## config.mk

```make
export PLATFORM = sky130hd
export DESIGN_NAME = ex_stage
export DESIGN_NICKNAME = d
export VERILOG_FILES = /design/src/rtl/riscv_pkg.sv /design/src/rtl/alu.sv /design/src/rtl/ex_stage.sv
export SDC_FILE = /design/constraint.sdc
export NUM_CORES = 1
export LEC_CHECK = 0
export CAP_MARGIN = 0
export CORE_AREA = 3 3 163 165
export CTS_BUF_LIST = sky130_fd_sc_hd__clkbuf_4 sky130_fd_sc_hd__clkbuf_8
export DETAILED_ROUTE_END_ITERATION = 16
export DIE_AREA = 0 0 166 168
export DONT_BUFFER_PORTS = 1
export GPL_ROUTABILITY_DRIVEN = 0
export PLACE_DENSITY_LB_ADDON = 0.15
export SLEW_MARGIN = 20
export SYNTH_ARGS = -nofsm -noshare
export SYNTH_HDL_FRONTEND = slang
export SYNTH_SLANG_ARGS = --single-unit
```

## constraint.sdc

```tcl
create_clock -name clk -period 0.95 [get_ports clk]
set_input_delay 0.095 -clock clk [delete_from_list [all_inputs] [get_ports clk]]
set_output_delay 0.095 -clock clk [all_outputs]
set_load 0.005 [all_outputs]
```

## src/rtl/riscv_pkg.sv

```systemverilog
// Shared constants for the execute stage: ALU operation encodings and
// forwarding-select codes.
package riscv_pkg;

   typedef enum logic [3:0] {
      ALU_ADD = 4'b0000,
      ALU_SUB = 4'b0001,
      ALU_AND = 4'b0010,
      ALU_OR  = 4'b0011,
      ALU_SLT = 4'b0101,
      ALU_SLL = 4'b1010
   } alu_op_e;

   typedef enum logic [1:0] {
      FWD_REG     = 2'b00,
      FWD_WB      = 2'b01,
      FWD_MEM     = 2'b10,
      FWD_REG_ALT = 2'b11
   } fwd_sel_e;

   // shift amount field width taken from operand B
   localparam int SHAMT_W = 5;

endpackage

```

## src/rtl/alu.sv

```systemverilog
// Purely combinational ALU for the execute stage. Unknown operation codes
// produce a zero result and raise the illegal flag.
module alu
   import riscv_pkg::*;
#(
   parameter int XLEN = 32
) (
   input  logic [XLEN-1:0] a,
   input  logic [XLEN-1:0] b,
   input  logic [3:0]      alu_control,
   output logic [XLEN-1:0] result,
   output logic            illegal
);

   // operation decode; add/sub wrap modulo 2^XLEN, slt is signed
   always_comb begin
      result  = '0;
      illegal = 1'b0;
      case (alu_control)
         ALU_ADD: result = a + b;
         ALU_SUB: result = a - b;
         ALU_AND: result = a & b;
         ALU_OR:  result = a | b;
         ALU_SLT: result = {{(XLEN-1){1'b0}}, ($signed(a) < $signed(b))};
         ALU_SLL: result = a << b[SHAMT_W-1:0];
         default: illegal = 1'b1;
      endcase
   end

endmodule

```

## src/rtl/ex_stage.sv

```systemverilog
// Execute stage: operand selection, ALU, and the EX/MEM output register.
// Optional feature macro: EX_FORWARD_EN enables the forwarding muxes on
// operands A and B; without it the register operands are used directly.
module ex_stage
   import riscv_pkg::*;
#(
   parameter int XLEN = 32
) (
   input  logic            clk,
   input  logic            rst_n,
   input  logic            valid_i,
   input  logic            stall_i,
   input  logic            flush_i,
   input  logic [3:0]      alu_control_i,
   input  logic [XLEN-1:0] rs1_data_i,
   input  logic [XLEN-1:0] rs2_data_i,
   input  logic [XLEN-1:0] imm_i,
   input  logic            alu_src_b_i,
   input  logic [1:0]      fwd_a_i,
   input  logic [1:0]      fwd_b_i,
   input  logic [XLEN-1:0] mem_result_i,
   input  logic [XLEN-1:0] wb_result_i,
   input  logic [4:0]      rd_i,
   input  logic            reg_write_i,
   output logic            valid_o,
   output logic [XLEN-1:0] alu_result_o,
   output logic            zero_o,
   output logic [XLEN-1:0] store_data_o,
   output logic [4:0]      rd_o,
   output logic            reg_write_o,
   output logic            illegal_op_o
);

   logic [XLEN-1:0] op_a;
   logic [XLEN-1:0] rs2_fwd;
   logic [XLEN-1:0] op_b;
   logic [XLEN-1:0] alu_res;
   logic            alu_illegal;

`ifdef EX_FORWARD_EN
   // forwarding muxes: both 00 and 11 select the register file value
   always_comb begin
      op_a    = rs1_data_i;
      rs2_fwd = rs2_data_i;
      case (fwd_a_i)
         FWD_WB:  op_a = wb_result_i;
         FWD_MEM: op_a = mem_result_i;
         default: op_a = rs1_data_i;
      endcase
      case (fwd_b_i)
         FWD_WB:  rs2_fwd = wb_result_i;
         FWD_MEM: rs2_fwd = mem_result_i;
         default: rs2_fwd = rs2_data_i;
      endcase
   end
`else
   // forwarding ports stay on the interface but are not consumed
   logic unused_fwd;
   assign unused_fwd = ^{fwd_a_i, fwd_b_i, mem_result_i, wb_result_i};
   assign op_a       = rs1_data_i;
   assign rs2_fwd    = rs2_data_i;
`endif

   // store data always follows the forwarded rs2, independent of operand B select
   assign op_b = alu_src_b_i ? imm_i : rs2_fwd;

   alu #(.XLEN(XLEN)) u_alu (
      .a           (op_a),
      .b           (op_b),
      .alu_control (alu_control_i),
      .result      (alu_res),
      .illegal     (alu_illegal)
   );

   // EX/MEM register: flush kills control bits (wins over stall), stall holds
   always_ff @(posedge clk or negedge rst_n) begin
      if (!rst_n) begin
         valid_o      <= 1'b0;
         alu_result_o <= '0;
         zero_o       <= 1'b0;
         store_data_o <= '0;
         rd_o         <= 5'd0;
         reg_write_o  <= 1'b0;
         illegal_op_o <= 1'b0;
      end else if (flush_i) begin
         valid_o      <= 1'b0;
         reg_write_o  <= 1'b0;
         illegal_op_o <= 1'b0;
      end else if (!stall_i) begin
         valid_o      <= valid_i;
         alu_result_o <= alu_res;
         zero_o       <= (alu_res == '0);
         store_data_o <= rs2_fwd;
         rd_o         <= rd_i;
         reg_write_o  <= valid_i & reg_write_i & ~alu_illegal;
         illegal_op_o <= valid_i & alu_illegal;
      end
   end

endmodule
```

# After elaboration in Yosys (flattened, before gate mapping)
# Index checks and enable logic that the tools add are counted.
# op_classes
addsub	2
n_lt_le_gt_ge	1
eq_ne	6
shifts	1
mux	9
n_bitwise	7
reduce_logical	4
# op_table
cell	count
32-bit case mux with 6 select lines	1
32-bit adder	1
32-bit bitwise AND	1
32-bit zero test	1
32-bit < comparator	1
32-bit 2-to-1 mux	1
32-bit bitwise OR	1
32-bit by 5-bit << shifter with 32-bit output	1
32-bit subtractor	1
4-bit by 2-bit equality test with 1-bit output (second input constant)	2
1-bit 2-to-1 mux	7
6-bit OR reduction	1
4-bit by 1-bit equality test with 1-bit output (second input constant)	1
4-bit by 3-bit equality test with 1-bit output (second input constant)	1
4-bit equality test (second input constant)	1
4-bit zero test	1
1-bit bitwise AND	3
2-bit by 1-bit != test with 1-bit output (second input constant)	1
1-bit inverter	2
2-bit AND reduction	1
# word_totals
register_bits	73
in_bits	180
output_inout_bits	73
wordCells	37

# Depth between registers and ports, before layout
# Gate-level depths: netlist (run 1).
# depth
ltp_word	6
depth_mapped	20
depth_no_buf	16

# Hierarchy
# A second synthesis (run 1) with hierarchy kept.
# hier_totals
hier_cells	1113
hier_area_um2	9277.6
# modules_own_cells
mod	n_inst	cells_per_inst	area_each_um2	seq_area_each_um2
alu	1	906	6054.6	0.0
ex_stage	1	207	3223.1	1826.8

# Worst setup path before layout (run 1)
# Ideal clock, no wire load.
# synth_path
path_type	input to register
start	input alu_src_b_i
end	register zero_o
setup_time_ps	104
arrival_time_ps	3938
t_required_ps	846
path_slack_ps	-3091
path_stages	17
path_buffers	4
path_cell_list	buf_6 > buf_2 > buf_1 > mux2i_1 > ha_1 > buf_2 > nor4_2 > nand2_1 > a21oi_1 > a211oi_2 > a2111oi_0 > o21ai_0 > a21bo_2 > a31o_2 > nor4_1 > nand4_1 > o41ai_2
# synth_between
elab_chain_cells	4
word_cells_on_any_way	9
cone_classes	2 x add/sub; 1 x order compare; 1 x shift; 2 x mux; 2 x bitwise; 1 x reduce/logical
# synth_lines
item	line_no	rtl
from (decl)	ex_stage.sv:18	input logic alu_src_b_i,
32-bit 2-to-1 mux *	ex_stage.sv:65	assign op_b = alu_src_b_i ? imm_i : rs2_fwd;
32-bit subtractor (tied with other cells)	alu.sv:21	ALU_SUB: result = a - b;
32-bit case mux with 6 select lines *	alu.sv:19	case (alu_control)
32-bit zero test *	ex_stage.sv:92	zero_o <= (alu_res == '0);
to (signal assigned)	ex_stage.sv:92	
to (decl)	ex_stage.sv:27	output logic zero_o,
# Every way passes the cells marked *; elsewhere a longest branch is shown, timed or not.
# A chain may end at the register's enable or synchronous reset.

# Worst setup path after layout (run 1)
# Ends and elaborated chain as after synthesis.

==> results of run 1 <==
## cell usage in the layout, fill, tap and decap left out, drive strengths merged, types with 14 or more instances in the layout
cell type    count
mux2i           99
ha             100
buf            446
inv             97
nand2          241
dfrtp           73
a211oi          31
nor2           100
o22ai           17
a221oi          16
o21ai           65
nor4            14
a21oi           95
nor3            20
nand3           16
nand2b          15
nor2b           16
dlygate4sd3     40
## per-layer routing
metal | global-route usage | vias to the layer above | routed length [um]
met1 | 0.426 | 5921 | 19400
met5 | 0 | - | 15
met2 | 0.479 | 816 | 20600
met4 | 0.0933 | 2 | 1610
met3 | 0.0927 | 141 | 5510
li1 | - | 5691 | -
## cells in the mapped netlist (all sizes together), types with 13 or more instances
master  number
nand2      241
ha         100
nor2       100
mux2i       99
inv         97
a21oi       95
dfrtp       73
o21ai       65
clkbuf      52
buf         33
a211oi      31
nor3        20
o22ai       17
a221oi      16
nand3       16
nor2b       16
nand2b      15
nor4        14
a31oi       13
xnor2       13
## registers in the layout (all words and copies together) (netlist names)
| name | count |
|---|---|
| rd_o | 5 |
| alu_result_o | 32 |
| illegal_op_o | 1 |
| zero_o | 1 |
| store_data_o | 32 |
| reg_write_o | 1 |
| valid_o | 1 |
## what timing repair did
action	in CTS	in global routing
buffers inserted	8	43
pin swaps	30	84
setup endpoints to repair	34	35
gates resized for setup	115	181
cloned	0	1
hold endpoints to repair	113	73
## logic make-up after synthesis
kind of cell / share of synthesized area
AND/OR/NAND/NOR: 0.204
AO/OA/AOI/OAI: 0.270
buffers and inverters: 0.0736
multiplexers: 0.132
adder cells (fa/ha/maj): 0.128
flip-flops: 0.181
XOR/XNOR: 0.0113
## per-stage QoR
stage | hold WS (ns) | utilization
detailed placement | -0.198 | 0.533
floorplan | -0.201 | -
global route | -0.630 | 0.632
CTS | -0.624 | 0.585
global placement | -0.197 | 0.533
finish | -0.613 | 0.632
## where the power goes
| group | internal [mW] | switching, mW |
|---|---|---|
| sequential | 3.54 | 0.354 |
| combinational | 5.12 | 5.46 |
| clock | 1.48 | 1.49 |
| total | 10.1 | 7.31 |
## worst paths after layout
check	from	to
min in group clk	valid_i	valid_o
worst max-delay path	alu_src_b_i	zero_o
worst max register to register	alu_result_o[18]	alu_result_o[18]
worst min-delay path	rst_n	store_data_o[8]
worst min register to register	alu_result_o[17]	alu_result_o[17]
max in group asynchronous	rst_n	rd_o[3]
## cell type report
class,instances,area (um2),share of cell area
clock buffer,9,124,0.00779
clock inverter,7,95.1,0.00598
inverter,98,368,0.0231
multi-input combinational,1086,9120,0.573
sequential,73,1830,0.115
tap,330,413,0.0260
timing repair buffer,487,3960,0.249
==> impl_summary.txt, run 1 <==
----------------------------------------------------
[Timing]
  Final-report setup violation count ... 34
  Worst-case clock skew ... 0 ns
  Max Fclk ... 294 MHz
  Final worst hold slack ... -0.613 ns
  Unrepaired setup endpoints after global routing ... true
  Normalized max-slew margin ... 0.504
  Part of the cycle the worst path needs ... 3.58
  Worst-case setup margin in the final layout ... -2.45 ns
  Final count of pins violating max slew ... 0
  Final critical-path required period ... 3.40 ns
  Final Hold Fails ... 73
  Summed negative setup slack over all endpoints ... -51.96 ns
  Slew at the pin closest to its max-slew limit ... 0.745 ns

[Final layout]
  Ratio of cells with drive above 1 in the final layout ... 0.404
  Non-filler cells, final ... 2090
  Final net count ... 2037
  Count of inserted antenna diode cells ... 0
  Area overhead of the layout relative to synthesis ... 57.6%
  Count of fill cells added during filler insertion ... 2105
  Final Instance Area ... 15900 um2

[Critical path]
  Slowest CP cell ... a221o_1
  Setup crit start kind ... input port
  Crit-path max FO ... 32
  Total buffers and inverters traversed by the critical path ... 4
  Type of element capturing the critical path ... flip-flop
  Minimum setup slack among reg-to-reg paths ... 0.10 ns
  Critical path depth ... 18
  Cell type group with the largest total delay on the critical path ... compound AO/OA/AOI/OAI gates
  Worst setup path category ... input port to flip-flop
  Reg2reg path depth ... 2
  Worst EP required ... 1.24 ns
  Highest cell delay on the worst timing path ... 0.36 ns
  Critical-path cell list ... mux2i_4 > inv_2 > buf_6 > ha_4 > inv_2 > fa_2 > nor2b_4 > o2111a_2 > o2111ai_4 > nand3_2 > a221o_1 > a221oi_4 > nand4_1 > nand4b_1 > nor4_4 > buf_4 > nand4_1 > o41ai_2
  Arrival time of data at the critical path endpoint ... 3.69 ns

[Power]
  Pwr Density ... 1100 nW/um2
  Worst vdd ir ... 0.000772 V
  Leakage power ... 7.42 nW
  Total chip power ... 17.4 mW

[Clock network]
  Maximum level of the CTS H-tree ... 3
  Reg clk slew, reported paths ... 0.09 ns
  Clk sink count ... 73
  Inserted Clock Buffers ... 9
  Clock latency at the later pin of the worst-skew pair ... 0.39 ns
  Longest Clk Path Bufs ... 2
  Hold-fix buffer count after cts ... 40
  Buffer cell driving the clock tree root ... clkbuf_8
  CTS tree ... done

[Synth]
  Synth Register Bits ... 73
  Warnings from Yosys ... 0
  Synth area leaders ... dfrtp_1, ha_1, mux2i_1, nand2_1, a21oi_1
  Cell type with the largest total area after synthesis ... dfrtp_1
  Synthesized area per cell ... 7.52 um2
  Sequential area share after synthesis ... 0.181
  Post-synth cell types ... 88
  Proportion of netlist area held by the largest area contributor ... 0.181
  EDFF count, synth ... 0
  Total nets after synthesis ... 1624
  Cell area after technology mapping ... 10100 um2
  Proportion of synthesized flip-flops having asynchronous set or reset ... 1.00
  Top FF cell, synth ... dfrtp_1
  Instance count of the mapped netlist ... 1342

[Route]
  Iteration count of the initial detailed-routing pass ... 6
  Vias post-DR ... 12600
  Routed len/inst ... 22.6 um
  DRC errors left ... 0
  Starting DRC count in detailed routing ... 1481
  Antenna viol nets, final ... 0
  Total Routed Length ... 47200 um
  Post-DR vias/cell ... 6.01

[Floorplanning]
  Vertical extent of the die ... 168 um
  Number of I/O pins ... 253
  Die Area ... 27900 um2
  Number of core rows ... 58
  Placeable Area ... 25200 um2
  Initial Util ... 0.401
  X dimension of the die ... 166 um

[Status]
  Violations in the final reports ... hold timing, setup timing
  Run status ... finished with violations

[Min path]
  Min-Delay Path Class ... input port to async pin

[Global routing]
  Pin count of the biggest net entering global routing ... 74
  First-pass GRT wire length ... 68800 um
  Number of antenna violations at the first check in global routing ... 1
  Leftover overflow at the end of global routing ... 0
  Global routing usage summed across all routing layers ... 0.312
  Vias in the first global route ... 11900

[Placed design]
  Port-buffer cells ... 0
  Post-placement cell area ... 13400 um2
  Post-DP HPWL ... 35300 um
  Total instance count after detailed placement ... 1995
  DP Worst Slack ... -3.15 ns

[Run]
  Max Cap Viol ... 0

----------------------------------------------------
Power figures use the tool's default switching activity.
==> run 2, diff against run 1 <==
--- a/config.mk
+++ b/config.mk
@@ -7,7 +7,6 @@
 export LEC_CHECK = 0
 export CAP_MARGIN = 0
 export CORE_AREA = 3 3 163 165
-export CTS_BUF_LIST = sky130_fd_sc_hd__clkbuf_4 sky130_fd_sc_hd__clkbuf_8
 export DETAILED_ROUTE_END_ITERATION = 16
 export DIE_AREA = 0 0 166 168
 export DONT_BUFFER_PORTS = 1
==> impl_summary.txt, run 2 (same netlist as run 1, synthesis figures left out) <==
----------------------------------------------------
[Timing]
  Final critical-path required period ... 3.43 ns
  Max Fclk ... 291 MHz
  Slew at the pin closest to its max-slew limit ... 0.761 ns
  Worst-case clock skew ... 0 ns
  Final count of pins violating max slew ... 0
  Worst-case setup margin in the final layout ... -2.48 ns
  Part of the cycle the worst path needs ... 3.61
  Final-report setup violation count ... 34
  Final worst hold slack ... -0.561 ns
  Final Hold Fails ... 73
  Normalized max-slew margin ... 0.493
  Unrepaired setup endpoints after global routing ... true

[Floorplanning]
  Initial Util ... 0.401
  X dimension of the die ... 166 um
  Die Area ... 27900 um2
  Number of I/O pins ... 253
  Vertical extent of the die ... 168 um
  Number of core rows ... 58
  Placeable Area ... 25200 um2

[Critical path]
  Setup crit start kind ... input port
  Highest cell delay on the worst timing path ... 0.35 ns
  Type of element capturing the critical path ... flip-flop
  Critical-path cell list ... mux2i_4 > inv_2 > buf_6 > ha_4 > inv_2 > fa_2 > nor2b_4 > o2111a_2 > o2111ai_4 > nand3_2 > a221o_1 > a221oi_4 > nand4_1 > nand4b_1 > nor4_4 > buf_4 > nand4_1 > o41ai_2
  Slowest CP cell ... a221o_1
  Minimum setup slack among reg-to-reg paths ... 0.10 ns
  Crit-path max FO ... 32
  Arrival time of data at the critical path endpoint ... 3.68 ns
  Worst setup path start ... alu_src_b_i
  Critical register-to-register path startpoint ... alu_result_o[18]
  Worst setup path category ... input port to flip-flop
  Reg2reg path depth ... 2
  Worst EP required ... 1.20 ns
  Worst R2R End ... alu_result_o[18]

[Final layout]
  Count of inserted antenna diode cells ... 0
  Final net count ... 2023
  Final Instance Area ... 15600 um2
  Most common cell after layout, fill and taps aside ... buf_4
  Ratio of cells with drive above 1 in the final layout ... 0.380
  Area overhead of the layout relative to synthesis ... 54.5%
  Largest registers ranked by flip-flop count ... alu_result_o (32), store_data_o (32), rd_o (5)
  Final core utilization ... 0.620
  Most frequent cells in the layout ... buf_4, nand2_1, inv_1

[Min path]
  Min-Delay Path Class ... input port to async pin

[Global routing]
  Vias in the first global route ... 12100
  Pin count of the biggest net entering global routing ... 74
  Global routing usage summed across all routing layers ... 0.313
  First-pass GRT wire length ... 69000 um
  Leftover overflow at the end of global routing ... 0
  Number of antenna violations at the first check in global routing ... 0

[Power]
  Pwr Density ... 1150 nW/um2
  Total chip power ... 18.0 mW
  Worst vdd ir ... 0.000873 V
  Leakage power ... 7.36 nW

[Route]
  Starting DRC count in detailed routing ... 1252
  DRC errors left ... 0
  Routed len/inst ... 22.1 um
  Antenna viol nets, final ... 0
  Total Routed Length ... 45900 um
  Post-DR vias/cell ... 5.96
  Iteration count of the initial detailed-routing pass ... 6
  Vias post-DR ... 12400

[Status]
  Run status ... finished with violations
  Violations in the final reports ... hold timing, setup timing

[Clock network]
  Hold-fix buffer count after cts ... 39
  Inserted Clock Buffers ... 9
  Clock latency at the later pin of the worst-skew pair ... 0.35 ns
  Buffer cell driving the clock tree root ... clkbuf_16
  Maximum level of the CTS H-tree ... 3
  Reg clk slew, reported paths ... 0.06 ns
  Clk sink count ... 73
  CTS tree ... done
  Longest Clk Path Bufs ... 2

[Placed design]
  Post-placement cell area ... 13400 um2
  Post-DP HPWL ... 35300 um
  Port-buffer cells ... 0

[Run]
  Max Cap Viol ... 0

----------------------------------------------------
## run 2: cell types whose count changed in the layout (fill, tap and decap cells not counted), sizes merged
cell         delta
dlygate4sd3     -1
buf            -12
clkbuf          -1
## run 2: critical path: cells and delay by family
| family | cells | cell delay, ns |
|---|---|---|
| AOI/OAI and AO/OA | 5 | 1.44 |
| and+or+nand+nor | 6 | 0.96 |
| buffers and inverters | 4 | 0.46 |
| adders and majority gates | 2 | 0.39 |
| muxes | 1 | 0.32 |
## run 2: layout make-up
class	count	area [um2]
clock buffers	9	225
clock inverters	7	95.1
fillers	2177	9580
inverters	98	368
multi-input cells	1086	8850
flip-flops and latches	73	1830
well taps	330	413
repair buffers	473	3820
## run 2: power breakdown
| group | total [mW] | leakage (nW) | switching, mW | internal [mW] |
|---|---|---|---|---|
| registers | 3.90 | 0.921 | 0.356 | 3.54 |
| clock network | 3.89 | 0.155 | 1.58 | 2.30 |
| logic | 10.2 | 6.29 | 5.26 | 4.95 |
## run 2: what timing repair did
item                                    4_1_cts  5_1_grt
endpoints found under the setup margin       34       35
endpoints found under the hold margin       113       73
setup buffers                                19       22
pin swaps                                    32       66
resized for setup                           144      108
## run 2: per-stage QoR
stage / instances / TNS (ns) / setup slack [ns]
2_1_floorplan: 1342 / -61.18 / -2.69
3_3_place_gp: 1995 / -69.56 / -3.12
3_5_place_dp: 1995 / -71.42 / -3.15
4_1_cts: 2065 / -49.81 / -2.41
5_1_grt: 2076 / -54.84 / -2.55
6_report: 2076 / -52.85 / -2.48
## run 2: per-layer routing
| layer | global-route usage | vias to the layer above | part of all wire |
|---|---|---|---|
| met3 | 0.0956 | 117 | 0.11 |
| met4 | 0.0926 | 0 | 0.034 |
| met5 | 0 | - | 0 |
| li1 | - | 5671 | - |
| met2 | 0.488 | 716 | 0.43 |
| met1 | 0.419 | 5878 | 0.42 |
## run 2: how the worst max path moves through the flow
stage,to,slack (ns),depth (start not counted)
floorplan,zero_o,-2.69,20
global placement,zero_o,-3.12,16
detailed placement,zero_o,-3.15,18
CTS,zero_o,-2.41,18
global route,zero_o,-2.55,18
finish,zero_o,-2.48,18
==> run 3, diff against run 2 <==
--- a/config.mk
+++ b/config.mk
@@ -12,6 +12,7 @@
 export DONT_BUFFER_PORTS = 1
 export GPL_ROUTABILITY_DRIVEN = 0
 export PLACE_DENSITY_LB_ADDON = 0.15
+export SKIP_LAST_GASP = 1
 export SLEW_MARGIN = 20
 export SYNTH_ARGS = -nofsm -noshare
 export SYNTH_HDL_FRONTEND = slang
==> impl_summary.txt, run 3 (same netlist as run 1, synthesis figures left out) <==
----------------------------------------------------
[Route]
  DRC errors left ... 0
  Total Routed Length ... 45900 um
  Post-DR vias/cell ... 5.92
  Antenna viol nets, final ... 0
  Starting DRC count in detailed routing ... 1240
  Iteration count of the initial detailed-routing pass ... 6
  Routed len/inst ... 22.1 um
  Vias post-DR ... 12300

[Critical path]
  Minimum setup slack among reg-to-reg paths ... 0.12 ns
  Critical-path cell list ... mux2i_4 > inv_2 > buf_6 > ha_4 > inv_2 > fa_2 > nor2b_4 > o2111a_2 > o2111ai_4 > nand3_2 > a221o_1 > a221oi_4 > nand4_1 > nand4b_1 > nor4_4 > buf_4 > nand4_1 > o41ai_2
  Crit-path max FO ... 32
  Setup crit start kind ... input port
  Worst EP required ... 1.20 ns
  Worst setup path endpoint ... zero_o
  Worst setup path category ... input port to flip-flop
  Highest cell delay on the worst timing path ... 0.36 ns
  Arrival time of data at the critical path endpoint ... 3.69 ns
  Slowest CP cell ... a221o_1
  Type of element capturing the critical path ... flip-flop
  Reg2reg path depth ... 2
  Worst setup path start ... alu_src_b_i
  Worst R2R End ... alu_result_o[18]
  Critical register-to-register path startpoint ... alu_result_o[18]

[Final layout]
  Count of inserted antenna diode cells ... 0
  Largest registers ranked by flip-flop count ... alu_result_o (32), store_data_o (32), rd_o (5)
  Final net count ... 2023
  Count of fill cells added during filler insertion ... 2187
  Most common cell after layout, fill and taps aside ... buf_4
  Ratio of cells with drive above 1 in the final layout ... 0.373
  Area taken by flip-flops and latches ... 1830 um2
  Multi-input gate area in the final layout ... 8760 um2
  Non-filler cells, final ... 2076
  Area overhead of the layout relative to synthesis ... 53.4%
  Most frequent cells in the layout ... buf_4, nand2_1, inv_1

[Clock network]
  Maximum level of the CTS H-tree ... 3
  Inserted Clock Buffers ... 9
  Reg clk slew, reported paths ... 0.06 ns
  Clk sink count ... 73
  Hold-fix buffer count after cts ... 39
  CTS tree ... done
  Clock latency at the later pin of the worst-skew pair ... 0.35 ns
  Buffer cell driving the clock tree root ... clkbuf_16
  Longest Clk Path Bufs ... 2

[Timing]
  Unrepaired setup endpoints after global routing ... true
  Worst-case clock skew ... 0 ns
  Final critical-path required period ... 3.44 ns
  Final Hold Fails ... 73
  Normalized max-slew margin ... 0.511
  Summed negative setup slack over all endpoints ... -53.18 ns
  Final count of pins violating max slew ... 0
  Final-report setup violation count ... 34
  Worst-case setup margin in the final layout ... -2.49 ns
  Final worst hold slack ... -0.561 ns
  Max Fclk ... 291 MHz
  Slew at the pin closest to its max-slew limit ... 0.733 ns
  Part of the cycle the worst path needs ... 3.62

[Global routing]
  Pin count of the biggest net entering global routing ... 74
  First-pass GRT wire length ... 68700 um
  Vias in the first global route ... 12000
  Number of antenna violations at the first check in global routing ... 0
  Global routing usage summed across all routing layers ... 0.312
  Leftover overflow at the end of global routing ... 0

[Placed design]
  Port-buffer cells ... 0
  Total instance count after detailed placement ... 1995
  Post-DP HPWL ... 35300 um
  DP Worst Slack ... -3.15 ns

[Floorplanning]
  Number of I/O pins ... 253
  Die Area ... 27900 um2
  Placeable Area ... 25200 um2
  Vertical extent of the die ... 168 um
  Initial Util ... 0.401
  Number of core rows ... 58
  X dimension of the die ... 166 um

[Status]
  Run status ... finished with violations
  Violations in the final reports ... hold timing, setup timing

[Power]
  Pwr Density ... 1150 nW/um2
  Worst vdd ir ... 0.000857 V
  Leakage power ... 7.33 nW

[Min path]
  Min-Delay Path Class ... input port to async pin

[Run]
  Max Cap Viol ... 0

----------------------------------------------------
==> run 3: layout make-up <==
type / count / share of cell area
multi-input combinational: 1086 / 0.566
timing repair buffer: 473 / 0.245
sequential: 73 / 0.118
tap: 330 / 0.0267
inverter: 98 / 0.0237
clock buffer: 9 / 0.0145
clock inverter: 7 / 0.00614
==> run 3: metal layers <==
metal  part of all wire  track usage  vias up
li1                   -            -     5670
met1               0.42        0.420     5843
met2               0.43        0.484      674
met3               0.12       0.0963      105
met4              0.032       0.0901        0
met5                  0            0        -
==> run 3: repair_timing <==
action,in CTS,in global routing
buffers inserted,19,20
endpoints found under the setup margin,34,35
pin swaps,31,64
endpoints found under the hold margin,113,73
gates resized for setup,108,113
==> run 3: worst min path at each step <==
stage,from,endpoint,slack [ns],cells after the start
after CTS,rst_n,store_data_o[8],-0.58,0
after global routing,rst_n,alu_result_o[8],-0.58,0
after detailed placement,rst_n,alu_result_o[8],-0.20,0
after floorplan,rst_n,alu_result_o[0],-0.20,0
after global placement,rst_n,alu_result_o[8],-0.20,0
final,rst_n,alu_result_o[8],-0.56,0
==> run 3: critical path: cells and delay by family <==
family / cells / cell delay (ns)
AO/OA/AOI/OAI: 5 / 1.46
multiplexers: 1 / 0.32
AND/OR/NAND/NOR: 6 / 0.95
buffers and inverters: 4 / 0.46
adder cells (fa/ha/maj): 2 / 0.39
==> run 3: power breakdown <==
group          switching, mW  internal [mW]
combinational           5.19           4.87
clock                   1.57           2.30
sequential             0.356           3.54
==> run 3: stage by stage <==
step	total power [mW]	util	instance area [um2]	hold WS, ns
global placement	12.2	0.533	13400	-0.197
finish	17.8	0.615	15500	-0.561
CTS	17.1	0.591	14900	-0.575
global route	18.8	0.615	15500	-0.576
floorplan	8.45	-	10500	-0.201
detailed placement	12.3	0.533	13400	-0.198
